$ cat src/rtl/ccff_chain_loader.sv
// Loads a tile configuration chain from a word-wide bitstream, MSB-first, gating
// prog_clk to the chain only in cycles that carry a real bit.
//
// state | meaning
// IDLE  | waiting for start after reset
// LOAD  | cfg_ready high, waiting for the next bitstream word
// SHIFT | presenting one bit per cycle on ccff_head with chain_clk_en high
// DONE  | CHAIN_LEN bits shifted and host flagged the final word
// ERR   | framing mismatch between bit count and cfg_last
module ccff_chain_loader #(
  parameter int CHAIN_LEN = 22,
  parameter int WORD_W    = 8
) (
  input  logic                             prog_clk,
  input  logic                             prog_reset,
  input  logic                             start,
  input  logic                             cfg_valid,
  input  logic [WORD_W-1:0]                cfg_data,
  input  logic                             cfg_last,
  output logic                             cfg_ready,
  output logic                             ccff_head,
  output logic                             chain_clk_en,
  input  logic                             ccff_tail,
  output logic                             busy,
  output logic                             done,
  output logic                             error,
  output logic [$clog2(CHAIN_LEN+1)-1:0]   bit_count,
  output logic                             tail_parity
);

  localparam int CNT_W  = $clog2(CHAIN_LEN + 1);
  localparam int NWORDS = (CHAIN_LEN + WORD_W - 1) / WORD_W;
  localparam int WI_W   = $clog2(NWORDS + 1);
  localparam int BL_W   = $clog2(WORD_W + 1);

  typedef enum logic [2:0] {
    IDLE  = 3'd0,
    LOAD  = 3'd1,
    SHIFT = 3'd2,
    DONE  = 3'd3,
    ERR   = 3'd4
  } state_t;

  state_t            state_q, state_d;
  logic [WORD_W-1:0] sreg_q, sreg_d;
  logic              last_q, last_d;
  logic [WI_W-1:0]   word_idx_q, word_idx_d;
  logic [BL_W-1:0]   bits_left_q, bits_left_d;
  logic [CNT_W-1:0]  count_q, count_d;
  logic              parity_q, parity_d;
  logic              head_q, head_d;
  logic              en_q, en_d;
  logic              ready_q, ready_d;
  logic              busy_q, busy_d;
  logic              done_q, done_d;
  logic              error_q, error_d;
  logic              chain_full;
  logic              word_end;

  always_comb begin
    state_d     = state_q;
    sreg_d      = sreg_q;
    last_d      = last_q;
    word_idx_d  = word_idx_q;
    bits_left_d = bits_left_q;
    count_d     = count_q;
    parity_d    = parity_q;
    // bit being shifted now is the last one the chain needs
    chain_full  = (count_q == CNT_W'(CHAIN_LEN - 1));
    word_end    = (bits_left_q == BL_W'(1)) || chain_full;

    case (state_q)
      IDLE, DONE, ERR: begin
        if (start) begin
          count_d    = '0;
          word_idx_d = '0;
          parity_d   = 1'b0;
          state_d    = LOAD;
        end
      end
      LOAD: begin
        if (cfg_valid && ready_q) begin
          sreg_d      = cfg_data;
          last_d      = cfg_last;
          word_idx_d  = word_idx_q + WI_W'(1);
          bits_left_d = BL_W'(WORD_W);
          state_d     = SHIFT;
        end
      end
      SHIFT: begin
        sreg_d      = sreg_q << 1;
        count_d     = count_q + CNT_W'(1);
        parity_d    = parity_q ^ ccff_tail;
        bits_left_d = bits_left_q - BL_W'(1);
        if (word_end) begin
          if (chain_full) state_d = last_q ? DONE : ERR;
          else if (last_q) state_d = ERR;
          else state_d = LOAD;
        end
      end
      default: state_d = IDLE;
    endcase

    // outputs are decoded from next state so they come straight off flops
    ready_d = (state_d == LOAD);
    en_d    = (state_d == SHIFT);
    head_d  = (state_d == SHIFT) && sreg_d[WORD_W-1];
    busy_d  = (state_d == LOAD) || (state_d == SHIFT);
    done_d  = (state_d == DONE);
    error_d = (state_d == ERR);
  end

  always_ff @(posedge prog_clk) begin
    if (prog_reset) begin
      state_q     <= IDLE;
      sreg_q      <= '0;
      last_q      <= 1'b0;
      word_idx_q  <= '0;
      bits_left_q <= '0;
      count_q     <= '0;
      parity_q    <= 1'b0;
      head_q      <= 1'b0;
      en_q        <= 1'b0;
      ready_q     <= 1'b0;
      busy_q      <= 1'b0;
      done_q      <= 1'b0;
      error_q     <= 1'b0;
    end else begin
      state_q     <= state_d;
      sreg_q      <= sreg_d;
      last_q      <= last_d;
      word_idx_q  <= word_idx_d;
      bits_left_q <= bits_left_d;
      count_q     <= count_d;
      parity_q    <= parity_d;
      head_q      <= head_d;
      en_q        <= en_d;
      ready_q     <= ready_d;
      busy_q      <= busy_d;
      done_q      <= done_d;
      error_q     <= error_d;
    end
  end

  assign cfg_ready    = ready_q;
  assign ccff_head    = head_q;
  assign chain_clk_en = en_q;
  assign busy         = busy_q;
  assign done         = done_q;
  assign error        = error_q;
  assign bit_count    = count_q;
  assign tail_parity  = parity_q;

endmodule
$ cat config.mk
export PLATFORM = sky130hd
export DESIGN_NAME = ccff_chain_loader
export DESIGN_NICKNAME = d
export VERILOG_FILES = /design/src/rtl/ccff_chain_loader.sv
export SDC_FILE = /design/constraint.sdc
export NUM_CORES = 1
export LEC_CHECK = 0
export ABC_AREA = 1
export BUFFER_PORTS_ARGS = -buffer_cell sky130_fd_sc_hd__buf_2
export CAP_MARGIN = 20
export CORE_ASPECT_RATIO = 0.9
export CORE_MARGIN = 1
export CORE_UTILIZATION = 35
export DETAILED_ROUTE_END_ITERATION = 8
export PLACE_DENSITY = 0.54
export SYNTH_ARGS = -nofsm -noshare
export SYNTH_HDL_FRONTEND = slang
export SYNTH_SLANG_ARGS = --single-unit
$ cat constraint.sdc
create_clock -name prog_clk -period 2.2 [get_ports prog_clk]
set_clock_uncertainty 0.15 [all_clocks]
set_input_delay 0.44 -clock prog_clk [delete_from_list [all_inputs] [get_ports prog_clk]]
set_output_delay 0.44 -clock prog_clk [all_outputs]
set_load 0.05 [all_outputs]
# Word-level counts from Yosys, hierarchy flattened

Cells that the tools add are included.

Word-level logic and storage cells: 54
Flip-flop bits (word level): 28
Input bits: 14

Reduce and logical (&&, ||, !) cells: 11
Bitwise gates (word level): 1
Add/sub/neg operators: 2
Eq/ne operators: 12
Muxes and demuxes: 15

Operators with widths:

| operator              | number |
|---|---|
| $mux W3               | 6 |
| $pmux W8 S2           | 1 |
| $eq A3 B2 Y1 const B  | 4 |
| $pmux W5 S2           | 1 |
| $pmux W3 S3           | 1 |
| $mux W8               | 1 |
| $pmux W4 S2           | 1 |
| $eq A3 B1 Y1 const B  | 2 |
| $eq A3 B3 Y1 const B  | 2 |
| $reduce_and A2 Y1     | 3 |
| $add A5 B1 Y5 const B | 1 |
| $eq A5 B5 Y1 const B  | 1 |
| $mux W5               | 1 |
| $eq A4 B1 Y1 const B  | 1 |
| $mux W4               | 1 |
| $ne A2 B2 Y1 const B  | 2 |
| $reduce_bool A2 Y1    | 2 |
| $sub A4 B1 Y4 const B | 1 |
| $logic_not A3 Y1      | 1 |
| $reduce_or A3 Y1      | 1 |
| $logic_and A1 B1 Y1   | 2 |
| $logic_or A1 B1 Y1    | 2 |
| $pmux W1 S2           | 1 |
| $mux W1               | 1 |
| $xor A1 B1 Y1         | 1 |

# Depth between registers and ports, before layout

Gate-level depths: netlist of run 1.

Word-level depth: 6
Depth in mapped cells: 13
Depth with buffers taken out: 13

# Worst setup path before layout of run 1

Ideal clock, no wire load.

Path kind: flip-flop to flip-flop
From: register count_q[1] (netlist: bit_count[1])
To: register busy_q (netlist: busy)
Period minus slack after synthesis: 2084 ps
Stages on the path, launching flop included: 14
Path slack: 116 ps
Arrival time: 1818 ps
Required time: 1934 ps
Cell sequence: dfxtp_1 inv_1 ha_1 nand2_1 inv_1 nand2_1 inv_1 ha_1 inv_1 nand3_1 nand2_1 nor2_1 nand2_2 nand2_1

Longest elaborated chain between the ends: 6
Elaborated cells between the ends (all ways): 8
Classes of those cells: eq/ne (3); mux (3); reduce/logical (2)

RTL lines:

| what                                          | RTL line | RTL |
|---|---|---|
| start: declaration                            | 49       | `logic [CNT_W-1:0] count_q, count_d;` |
| start signal: assignment                      | 134      | `count_q <= count_d;` |
| $eq A5 B5 Y1 *                                | 69       | `chain_full = (count_q == CNT_W'(CHAIN_LEN - 1));` |
| $mux W3 or $logic_or A1 B1 Y1 (tied branches) | 96, 70   |  |
| $mux W3 *                                     | 95       | `if (word_end) begin` |
| $pmux W3 S3 *                                 | 72       | `case (state_q)` |
| $eq A3 B1 Y1 or $eq A3 B2 Y1 (tied branches)  | 108      | `busy_d = (state_d == LOAD) \|\| (state_d == SHIFT);` |
| $logic_or A1 B1 Y1 *                          | 108      |  |
| end signal: assignment                        | 139      | `busy_q <= busy_d;` |
| end: declaration                              | 54       | `logic busy_q, busy_d;` |

Every way passes the cells marked *; elsewhere a longest branch is shown, timed or not.
A chain may end at the register's enable or synchronous reset.

# Worst setup path after layout of run 1

From: register count_q[1] (netlist: bit_count[1])
To: register head_q (netlist: ccff_head)

Longest elaborated chain between the ends: 6
Elaborated cells between the ends (all ways): 7
Classes of those cells: eq/ne (2); mux (3); reduce/logical (2)

RTL lines:

| what                                          | RTL line | RTL |
|---|---|---|
| $eq A5 B5 Y1 *                                | 69       |  |
| $mux W3 or $logic_or A1 B1 Y1 (tied branches) | 96, 70   |  |
| $mux W3 *                                     | 95       |  |
| $pmux W3 S3 *                                 | 72       |  |
| $eq A3 B2 Y1 *                                | 107      | `head_d = (state_d == SHIFT) && sreg_d[WORD_W-1];` |
| $logic_and A1 B1 Y1 *                         | 107      |  |
| end signal: assignment                        | 122      | `head_q <= 1'b0;` |
| end signal: assignment                        | 136      | `head_q <= head_d;` |
| end: declaration                              | 51       | `logic head_q, head_d;` |

Marked as above.

==> metrics.yaml, run 1 <==
critical_path:
  cpMostUsedCell: "inv_1"
  path_max_fanout: 5
  cp.arrival_ps: 1900
  crit_type: "flip-flop to flip-flop"
  start_kind: "flip-flop"
  cp_slowest_cell: "dfxtp_1"
  cp_top_family: "simple AND/OR/NAND/NOR gates"
  r2r_slack_ps: 370
  critical_path.cell_chain: "inv_1 > ha_1 > nand2_1 > inv_1 > nand2_1 > inv_1 > ha_1 > inv_1 > nand3_1 > nand2_1 > nor2_1 > nand2_2 > nor2_2"
  cp_num_buf_inv: 4
  crit_required_ps: 2270
  crit_start: "bit_count[1]"
  slowest_delay_ps: 400
  rr_startpoint: "bit_count[1]"
  rr_worst_depth: 13
  cp-end-kind: "flip-flop"
  rr_endpoint: "ccff_head"
routing:
  drtPass1Iterations: 4
  routed_wl_um: 2860
  drt_iter0_drc: 41
  vias_per_cell: 4.90
  ant_nets: 0
  wl_per_cell_um: 12.0
  drc: 0
  vias: 1167
finish:
  ff_latch_area_um2: 561
  final_core_util_pct: 44.3
  n_fill_cell: 359
  nets: 214
  syn_to_final_growth_pct: 17.8
  n_antenna_cell: 0
  drive_gt1_share_pct: 26.3
  final_area_um2: 1530
  multi_input_area_um2: 623
clocking:
  cts_tree: "done"
  cts_hold_buf: 0
  clock_path_buffers: 2
  cts.htree.levels: 1
  post-cts-setup-buffers: 0
  numCtsBuffers: 3
  clock_sinks: 28
  cts_root_buf: "clkbuf_8"
  clkLatencyLatePin_ps: 280
  path_clk_slew_ps: 100
  cts_resized: 0
floorplanning:
  ios: 26
  core-area_um2: 3450
  die_x_um: 66.2
  rows: 20
  dieArea_um2: 3960
  start_util_pct: 37.6
  die_height_um: 59.8
worst_hold_path:
  whs_path_depth: 3
  hp-start: "cfg_last"
  min_to: "last_q"
  hp-class: "input pin to flip-flop"
yosys:
  synth_warnings: 0
  synth-seq-cells: 28
  syn-num-nets: 185
  synth_area_leaders: "dfxtp_1, nand2_1, inv_1, ha_1, a21oi_1"
  synth_cells: 166
  synth-seq-area-share_pct: 43.1
  netlist_area_um2: 1300
  synthArstFlopShare_pct: 0
  synth_top_cell_area_share_pct: 43.1
  ys_types: 32
  synth-edff-count: 0
  synth_flop_cell: "dfxtp_1"
  syn_avg_cell_area_um2: 7.83
  synth_top_cell_by_area: "dfxtp_1"
timing:
  fmax_mhz: 546
  tightestPinTransition_ps: 302
  slew_viol_final: 0
  hold_violations: 0
  finalSetupTns_ps: 0
  rsz0062_at_grt: "no"
  relSlewSlack_pct: 79.8
  post-route-min-period_ps: 1830
  final.period_utilization_pct: 83.3
  setup_viol: 0
power:
  clkPwrFrac_pct: 33.1
  total_power_uw: 968
  power_leakage_uw: 0.000710
  seqPwrFrac_pct: 54.8
  irDropWorstVdd_mv: 0.417
  switching_share_pct: 25.9
  power_switching_uw: 251
  p_int_uw: 717
  p_comb_share_pct: 12.1
  power.density_nw_per_um2: 632
outcome:
  status: "finished clean"
global_routing:
  grt_usage_pct: 16.2
  grt_first_pass_wirelength_um: 4840
  grt_max_degree: 16
  met2_usage_pct: 27.3
  top_usage_layer: "met2"
  overflow: 0
  antenna_found_initial: 0
  met1_usage_pct: 19.8
  met3_usage_pct: 4.77
  grt_pass1_vias: 1091
placement:
  placed_cell_area_um2: 1480
  io_buffers: 25
  hpwl_um: 2160
  place_congestion: 0.769
run:
  maxCapViolations: 0
kinds of logic after synthesis:
kind of cell	after synthesis	share of synthesized area, %
buffers and inverters	28	8.95
xor gates and xnor gates	1	0.674
and+or+nand+nor	72	26.7
DFF	28	43.1
adders and majority gates	5	4.81
AOI/OAI and AO/OA	32	15.8
power groups by stage:
stage	Combinational [µW]	Clock [µW]	Sequential, µW
after detailed placement	118	0	542
final	118	320	530
after floorplan	63.8	0	561
after global routing	131	352	533
after CTS	119	331	530
after global placement	116	0	542
Yosys cell counts (3+ instances only):
master,number
inv_2,4
a21oi_1,12
nand3_1,9
nand2_2,4
inv_1,19
a31oi_1,4
a22oi_1,3
o21ai_1,4
nand2_1,34
nor2_1,11
ha_1,5
nand4_1,4
dfxtp_1,28
flip-flops by register name, indices dropped and copies added (netlist names):
| signal | cells |
|---|---|
| sreg_q | 8 |
| bit_count | 5 |
| busy | 1 |
| cfg_ready | 1 |
| tail_parity | 1 |
| done | 1 |
| last_q | 1 |
| ccff_head | 1 |
| chain_clk_en | 1 |
| error | 1 |
| state_q | 3 |
| bits_left_q | 4 |
how the worst max path moves through the flow:
stage                endpoint  slack, ps  cells after the start
finish              ccff_head        370                     13
global route        ccff_head        150                     13
CTS                 ccff_head        360                     13
detailed placement       busy        380                     13
global placement         busy        440                     13
floorplan                busy        120                     13
metal layers:
metal  vias up  wire length [µm]
met2        33              1340
met3         2               157
met4         0                19
met5         -                 0
met1       534              1350
li1        598                 -
per-stage QoR:
stage                     std cells  hold slack, ps  setup WS (ps)
after detailed placement        234             310            380
after floorplan                 166             290            116
after global routing            238             268            154
after CTS                       238             248            357
after global placement          234             305            439
final                           238             253            368
layout make-up:
type | instances | share of cell area (%)
tap | 44 | 3.59
timing repair buffer | 28 | 9.64
clock buffer | 4 | 3.59
sequential | 28 | 36.6
multi-input combinational | 110 | 40.7
inverter | 24 | 5.88
cell usage in the layout, fill, tap and decap left out, types with 3 or more instances in the layout:
cell type  count
nand2_1       34
dfxtp_1       28
buf_2         25
inv_1         19
a21oi_1       12
nor2_1        11
nand3_1        9
ha_1           5
inv_2          4
nand2_2        4
o21ai_1        4
nand4_1        4
a31oi_1        4
clkbuf_8       4
a22oi_1        3
buf_4          3
tightest hold or removal path, cell delays in order:
cell	delay, ps
buf_2	70
nor2_1	40
nor2_1	90
No activity file was read; power rests on OpenSTA's default activity.
==> inputs of run 2 (changes only) <==
==> constraint.sdc (replaced) <==
create_clock -name prog_clk -period 1.85 [get_ports prog_clk]
set_clock_uncertainty 0.15 [all_clocks]
set_input_delay 0.37 -clock prog_clk [delete_from_list [all_inputs] [get_ports prog_clk]]
set_output_delay 0.37 -clock prog_clk [all_outputs]
set_load 0.05 [all_outputs]
==> run 2 against run 1 <==
  * Fmax rose by 7.2%
  * Register-to-register slack worse by 230 ps
  * Cell count is 0.84% higher
  * Sequential power increased by 19%
  * Routed wire length up 0.70%
  * Die area did not move
  * Utilization increased by 1.1 points
  * First-iteration DRC count decreased by 37%
  * Power increased by 18%
  * Global-route usage down 0.087 points
  * Worst hold slack lost 71 ps
  * Non-clock buffer count is 2 higher
  * Highest routed layer unchanged
==> metrics.yaml, run 2 (same netlist as run 1, synthesis figures left out) <==
clocking:
  numCtsBuffers: 3  # unchanged
  cts_hold_buf: 0  # unchanged
  clkLatencyLatePin_ps: 270  # about the same
  cts_root_buf: "clkbuf_8"
  cts_tree: "done"
  cts.htree.levels: 1  # unchanged
  clock_sinks: 28  # unchanged
  path_clk_slew_ps: 90  # about the same
  clock_path_buffers: 2  # unchanged
placement:
  place_congestion: 0.792  # +2.9%
  io_buffers: 25  # unchanged
  hpwl_um: 2210  # +2.2%
  dp_cells: 235  # +0.43%
  placed_cell_area_um2: 1490  # +0.93%
timing:
  rsz0062_at_grt: "no"
  setup_viol: 0  # unchanged
  fmax_mhz: 585  # +7.2%
  tightestPinTransition_ps: 472  # +170 ps
  hold_violations: 0  # unchanged
  finalSetupTns_ps: 0  # unchanged
  post-route-min-period_ps: 1710  # -122 ps
  relSlewSlack_pct: 68.3  # -11 points
  final.period_utilization_pct: 92.4  # +9.1 points
  slew_viol_final: 0  # unchanged
finish:
  largest_reg_flops: 8  # unchanged
  layout_commonest_cell: "nand2_1"
  stdcell_count: 240  # +0.84%
  final_area_um2: 1570  # +2.5%
  nets: 216  # +0.93%
  syn_to_final_growth_pct: 20.8
  drive_gt1_share_pct: 30.1  # +3.8 points
  n_antenna_cell: 0  # unchanged
  largest-register: "sreg_q"
  final_cell_mix: "nand2_1, dfxtp_1, buf_2"
critical_path:
  crit_start: "bit_count[1]"
  cp-end-kind: "flip-flop"
  cp_slowest_cell: "dfxtp_4"
  path_max_fanout: 3  # -2
  rr_worst_depth: 13  # unchanged
  slowest_delay_ps: 360  # -40 ps
  critical_path.cell_chain: "inv_1 > ha_1 > nand2_1 > inv_1 > nand2_1 > inv_1 > ha_4 > inv_1 > nand3_1 > nand2_2 > nor2_2 > nand2_2 > nor2_2"
  start_kind: "flip-flop"
  cpMostUsedCell: "inv_1"
  cp_num_buf_inv: 4  # unchanged
  crit_type: "flip-flop to flip-flop"
  cp.arrival_ps: 1780  # -120 ps
  rr_endpoint: "ccff_head"
  crit_required_ps: 1920  # -350 ps
  r2r_slack_ps: 140  # -230 ps
  cp_top_family: "simple AND/OR/NAND/NOR gates"
  rr_startpoint: "bit_count[1]"
run:
  maxCapViolations: 0  # unchanged
power:
  power.density_nw_per_um2: 730  # +16%
  irDropWorstVdd_mv: 0.326  # -22%
  power_leakage_uw: 0.000718  # +1.2%
global_routing:
  grt_max_degree: 16  # unchanged
  overflow: 0  # unchanged
  grt_first_pass_wirelength_um: 4790  # -0.99%
  grt_pass1_vias: 1088  # -0.27%
  antenna_found_initial: 0  # unchanged
  grt_usage_pct: 16.1  # -0.087 points
floorplanning:
  dieArea_um2: 3960  # unchanged
  core-area_um2: 3450  # unchanged
  start_util_pct: 37.6  # unchanged
  rows: 20  # unchanged
  die_x_um: 66.2  # unchanged
  ios: 26  # unchanged
  die_height_um: 59.8  # unchanged
routing:
  ant_nets: 0  # unchanged
  vias_per_cell: 4.95  # +1.0%
  vias: 1189  # +1.9%
  drc: 0  # unchanged
  wl_per_cell_um: 12.0  # -0.14%
  drt_iter0_drc: 26  # -37%
  routed_wl_um: 2880  # +0.70%
  drtPass1Iterations: 4  # unchanged
worst_hold_path:
  min_to: "last_q"
  whs_path_depth: 3  # unchanged
  hp-class: "input pin to flip-flop"
  hp-start: "cfg_last"
outcome:
  status: "finished clean"
[run 2: cell type report]
type                       instances  area [µm²]
timing repair buffer              30         163
inverter                          24        90.1
fill                             370        1880
sequential                        28         567
clock buffer                       4        55.1
tap                               44        55.1
multi-input combinational        110         641
[run 2: worst max path at each step]
stage | end | slack, ps | cells past startpoint
floorplan | busy | 20 | 10
CTS | busy | 60 | 13
global route | busy | 8 | 13
detailed placement | busy | 80 | 13
finish | ccff_head | 140 | 13
global placement | busy | 110 | 13
[run 2: power breakdown]
group | switching [µW] | total (µW) | internal (µW)
combinational | 98.0 | 143 | 45.1
sequential | 12.2 | 630 | 618
clock | 183 | 374 | 190
total | 293 | 1150 | 853
[run 2: per-stage QoR]
step	setup WS [ps]	hold slack (ps)	util (%)	power (µW)
4_1_cts	64.1	182	44.7	1160
6_report	140	182	45.5	1150
2_1_floorplan	22.8	290	-	741
3_5_place_dp	79.6	315	43.2	785
3_3_place_gp	115	308	43.2	782
5_1_grt	7.62	182	45.5	1200
[run 2: tightest hold or removal path, cell delays in order]
cell and delay [ps]:
buf_2 90, nor2_1 40, nor2_1 80
[run 2: what timing repair did]
| action | in CTS | in global routing |
|---|---|---|
| resized for setup | 0 | 3 |
| endpoints found under the setup margin | 0 | 4 |
| buffers inserted | 0 | 1 |
[run 2: metal layers]
layer  GRT usage, %  routed length, µm
met2           28.0               1410
met3           4.01                109
met4           4.56                 25
met1           19.8               1330
met5              0                  0
==> inputs of run 3 (changes only) <==
--- a/config.mk
+++ b/config.mk
@@ -5,7 +5,6 @@
 export SDC_FILE = /design/constraint.sdc
 export NUM_CORES = 1
 export LEC_CHECK = 0
-export ABC_AREA = 1
 export BUFFER_PORTS_ARGS = -buffer_cell sky130_fd_sc_hd__buf_2
 export CAP_MARGIN = 20
 export CORE_ASPECT_RATIO = 0.9
==> constraint.sdc (replaced) <==
create_clock -name prog_clk -period 1.7 [get_ports prog_clk]
set_clock_uncertainty 0.15 [all_clocks]
set_input_delay 0.34 -clock prog_clk [delete_from_list [all_inputs] [get_ports prog_clk]]
set_output_delay 0.34 -clock prog_clk [all_outputs]
set_load 0.05 [all_outputs]
==> run 3 against run 2 <==
  * The flow now finishes with violations (setup timing)
  * Global-route usage is 0.34 points higher
  * Die area is 3.0% lower
  * Power is 15% higher
  * Register-to-register slack worse by 400 ps
  * Worst hold slack worse by 47 ps
  * Sequential share of layout area is 2.7 points lower
  * Worst setup slack worse by 400 ps
  * Routed wire length is 1.4% lower
  * Largest power group unchanged
==> metrics.yaml, run 3 <==
routing:
  ant_nets: 0  # unchanged
  drc: 0  # unchanged
  drt_iter0_drc: 70  # +170%
  vias_per_cell: 4.89  # -1.2%
  wl_per_cell_um: 12.0  # +0.25%
  drtPass1Iterations: 4  # unchanged
  vias: 1155  # -2.9%
  routed_wl_um: 2840  # -1.4%
clocking:
  cts.htree.levels: 1  # unchanged
  path_clk_slew_ps: 100  # about the same
  cts_root_buf: "clkbuf_8"
  clock_path_buffers: 2  # unchanged
  cts_hold_buf: 0  # unchanged
  cts_tree: "done"
  clock_sinks: 28  # unchanged
  clkLatencyLatePin_ps: 280  # about the same
  numCtsBuffers: 3  # unchanged
floorplanning:
  ios: 26  # unchanged
  dieArea_um2: 3840  # -3.0%
  die_x_um: 65.2  # -1.5%
  core-area_um2: 3400  # -1.4%
  start_util_pct: 37.0  # -0.62 points
  rows: 20  # unchanged
  die_height_um: 58.9  # -1.5%
timing:
  slew_viol_final: 0  # unchanged
  post-route-min-period_ps: 1960  # +252 ps
  tightestPinTransition_ps: 317  # -155 ps
  final.period_utilization_pct: 115  # +23 points
  finalSetupTns_ps: -1100  # -1100 ps
  setup_viol: 7  # +7
  hold_violations: 0  # unchanged
  fmax_mhz: 510  # -13%
  relSlewSlack_pct: 78.8  # +11 points
  setup_ws_ps: -262  # -402 ps
  rsz0062_at_grt: "yes"
yosys:
  yosysMostFrequentCell: "dfxtp_1"
  netlist_area_um2: 1260  # -3.1%
  ys_types: 40  # +25%
  synth_top_cell_by_area: "dfxtp_1"
  synth-edff-count: 0  # unchanged
  synth-seq-cells: 28  # unchanged
  synth_flop_cell: "dfxtp_1"
  syn_avg_cell_area_um2: 8.81  # +13%
  synthTopCellsByCount: "dfxtp_1, nand2_1, nor2_1"
  synth-seq-area-share_pct: 44.5  # +1.4 points
  synth_area_leaders: "dfxtp_1, nand2_1, a21oi_1, ha_1, nor2_1"
  synthArstFlopShare_pct: 0  # unchanged
  synth_top_cell_area_share_pct: 44.5  # +1.4 points
  synth_cells: 143  # -14%
  synth_warnings: 0  # unchanged
  syn-num-nets: 162  # -12%
critical_path:
  start_kind: "flip-flop"
  cp.arrival_ps: 1990  # +210 ps
  rr_worst_depth: 8  # -5
  cp-end-kind: "flip-flop"
  path_max_fanout: 6  # +3
  cp_top_family: "compound AO/OA/AOI/OAI gates"
  r2r_slack_ps: -260  # -400 ps
  crit_required_ps: 1730  # -190 ps
  cp_num_buf_inv: 1  # -3
  cp_slowest_cell: "a221o_2"
  critical_path.cell_chain: "inv_2 > ha_4 > and4b_2 > ha_2 > o21bai_1 > a221o_2 > and3_4 > nor2b_1"
  slowest_delay_ps: 390  # +30 ps
  rr_startpoint: "bit_count[1]"
  rr_endpoint: "ccff_head"
  crit_type: "flip-flop to flip-flop"
finish:
  largest-register: "sreg_q"
  n_fill_cell: 349  # -5.7%
  final_cell_mix: "buf_2, buf_4, nand2_1"
  nets: 212  # -1.9%
  n_antenna_cell: 0  # unchanged
  drive_gt1_share_pct: 42.2  # +12 points
  syn_to_final_growth_pct: 36.8
  largest_reg_flops: 8  # unchanged
  final_area_um2: 1720  # +9.8%
worst_hold_path:
  whs_path_depth: 2  # -1
  hp-class: "input pin to flip-flop"
  hp-start: "prog_reset"
  min_to: "tail_parity"
outcome:
  status: "complete, but fails checks"
  violations: "setup timing"
global_routing:
  overflow: 0  # unchanged
  grt_pass1_vias: 1045  # -4.0%
  grt_max_degree: 19  # +3
  antenna_found_initial: 0  # unchanged
  grt_first_pass_wirelength_um: 4770  # -0.44%
  grt_usage_pct: 16.4  # +0.34 points
placement:
  hpwl_um: 2130  # -3.2%
  io_buffers: 25  # unchanged
  place_congestion: 0.871  # +10%
  post-place-ws_ps: -274  # -354 ps
  placed_cell_area_um2: 1620  # +8.9%
power:
  irDropWorstVdd_mv: 0.392  # +20%
  power_leakage_uw: 0.000744  # +3.6%
  total_power_uw: 1320  # +15%
  power.density_nw_per_um2: 763  # +4.4%
run:
  maxCapViolations: 0  # unchanged
==> run 3: power breakdown <==
| part | internal (µW) | total (µW) | switching, µW |
|---|---|---|---|
| logic | 75.6 | 173 | 97.3 |
| registers | 671 | 683 | 12.4 |
| clock network | 256 | 459 | 203 |
==> run 3: what timing repair did <==
action                                  4_1_cts  5_1_grt
endpoints found under the setup margin        8       18
hold endpoints to repair                      0        0
resized for setup                             2        6
pin swaps                                     3        2
setup buffers                                 1        0
==> run 3: cell families (layout without fill, tap and decap cells) <==
group / after synthesis / in the layout / share of synthesized area, %
AO/OA/AOI/OAI: 37 / 37 / 19.5
XOR/XNOR: 2 / 2 / 1.39
flip-flops: 28 / 28 / 44.5
adder cells (fa/ha/maj): 5 / 5 / 4.97
AND/OR/NAND/NOR: 57 / 57 / 23.4
buffers and inverters: 12 / 61 / 4.57
multiplexers: 2 / 2 / 1.69
==> run 3: metal layers <==
layer  wire length [µm]  global-route usage (%)  share of wire (%)  vias up
li1                   -                       -                  -      595
met1               1370                    21.7                 48      538
met2               1330                    26.5                 47       20
met3                121                    4.65                4.3        2
met4                 16                    4.04               0.56        0
met5                  0                       0                  0        -
==> run 3: layout make-up <==
class / count / area (µm²) / share of cell area, %
timing repair buffer: 51 / 333 / 19.3
clock buffer: 4 / 66.3 / 3.85
inverter: 6 / 22.5 / 1.31
tap: 44 / 55.1 / 3.19
multi-input combinational: 103 / 672 / 39.0
sequential: 28 / 576 / 33.4
==> run 3: worst max path at each step <==
| stage | from | endpoint | slack [ps] | cells after the start |
|---|---|---|---|---|
| detailed placement | bit_count[1] | ccff_head | -270 | 8 |
| global placement | bit_count[1] | ccff_head | -250 | 8 |
| global route | bit_count[1] | ccff_head | -330 | 8 |
| finish | bit_count[1] | ccff_head | -260 | 8 |
| CTS | bit_count[1] | ccff_head | -270 | 8 |
| floorplan | bit_count[1] | ccff_head | -370 | 8 |
==> run 3: worst reg2reg max path, stage by stage (launching register included) <==
cell and delay [ps]:
dfxtp_4 350, inv_2 40, ha_4 130, and4b_2 220, ha_2 160, o21bai_1 140, a221o_2 390, and3_4 170
nor2b_1 120
==> run 3: through the flow <==
stage                     cells  utilization [%]  hold WS, ps
after CTS                   236             50.3          122
after global placement      231             47.7          292
after global routing        236             50.7          134
after floorplan             143                -          286
after detailed placement    231             47.7          297
final                       236             50.7          134
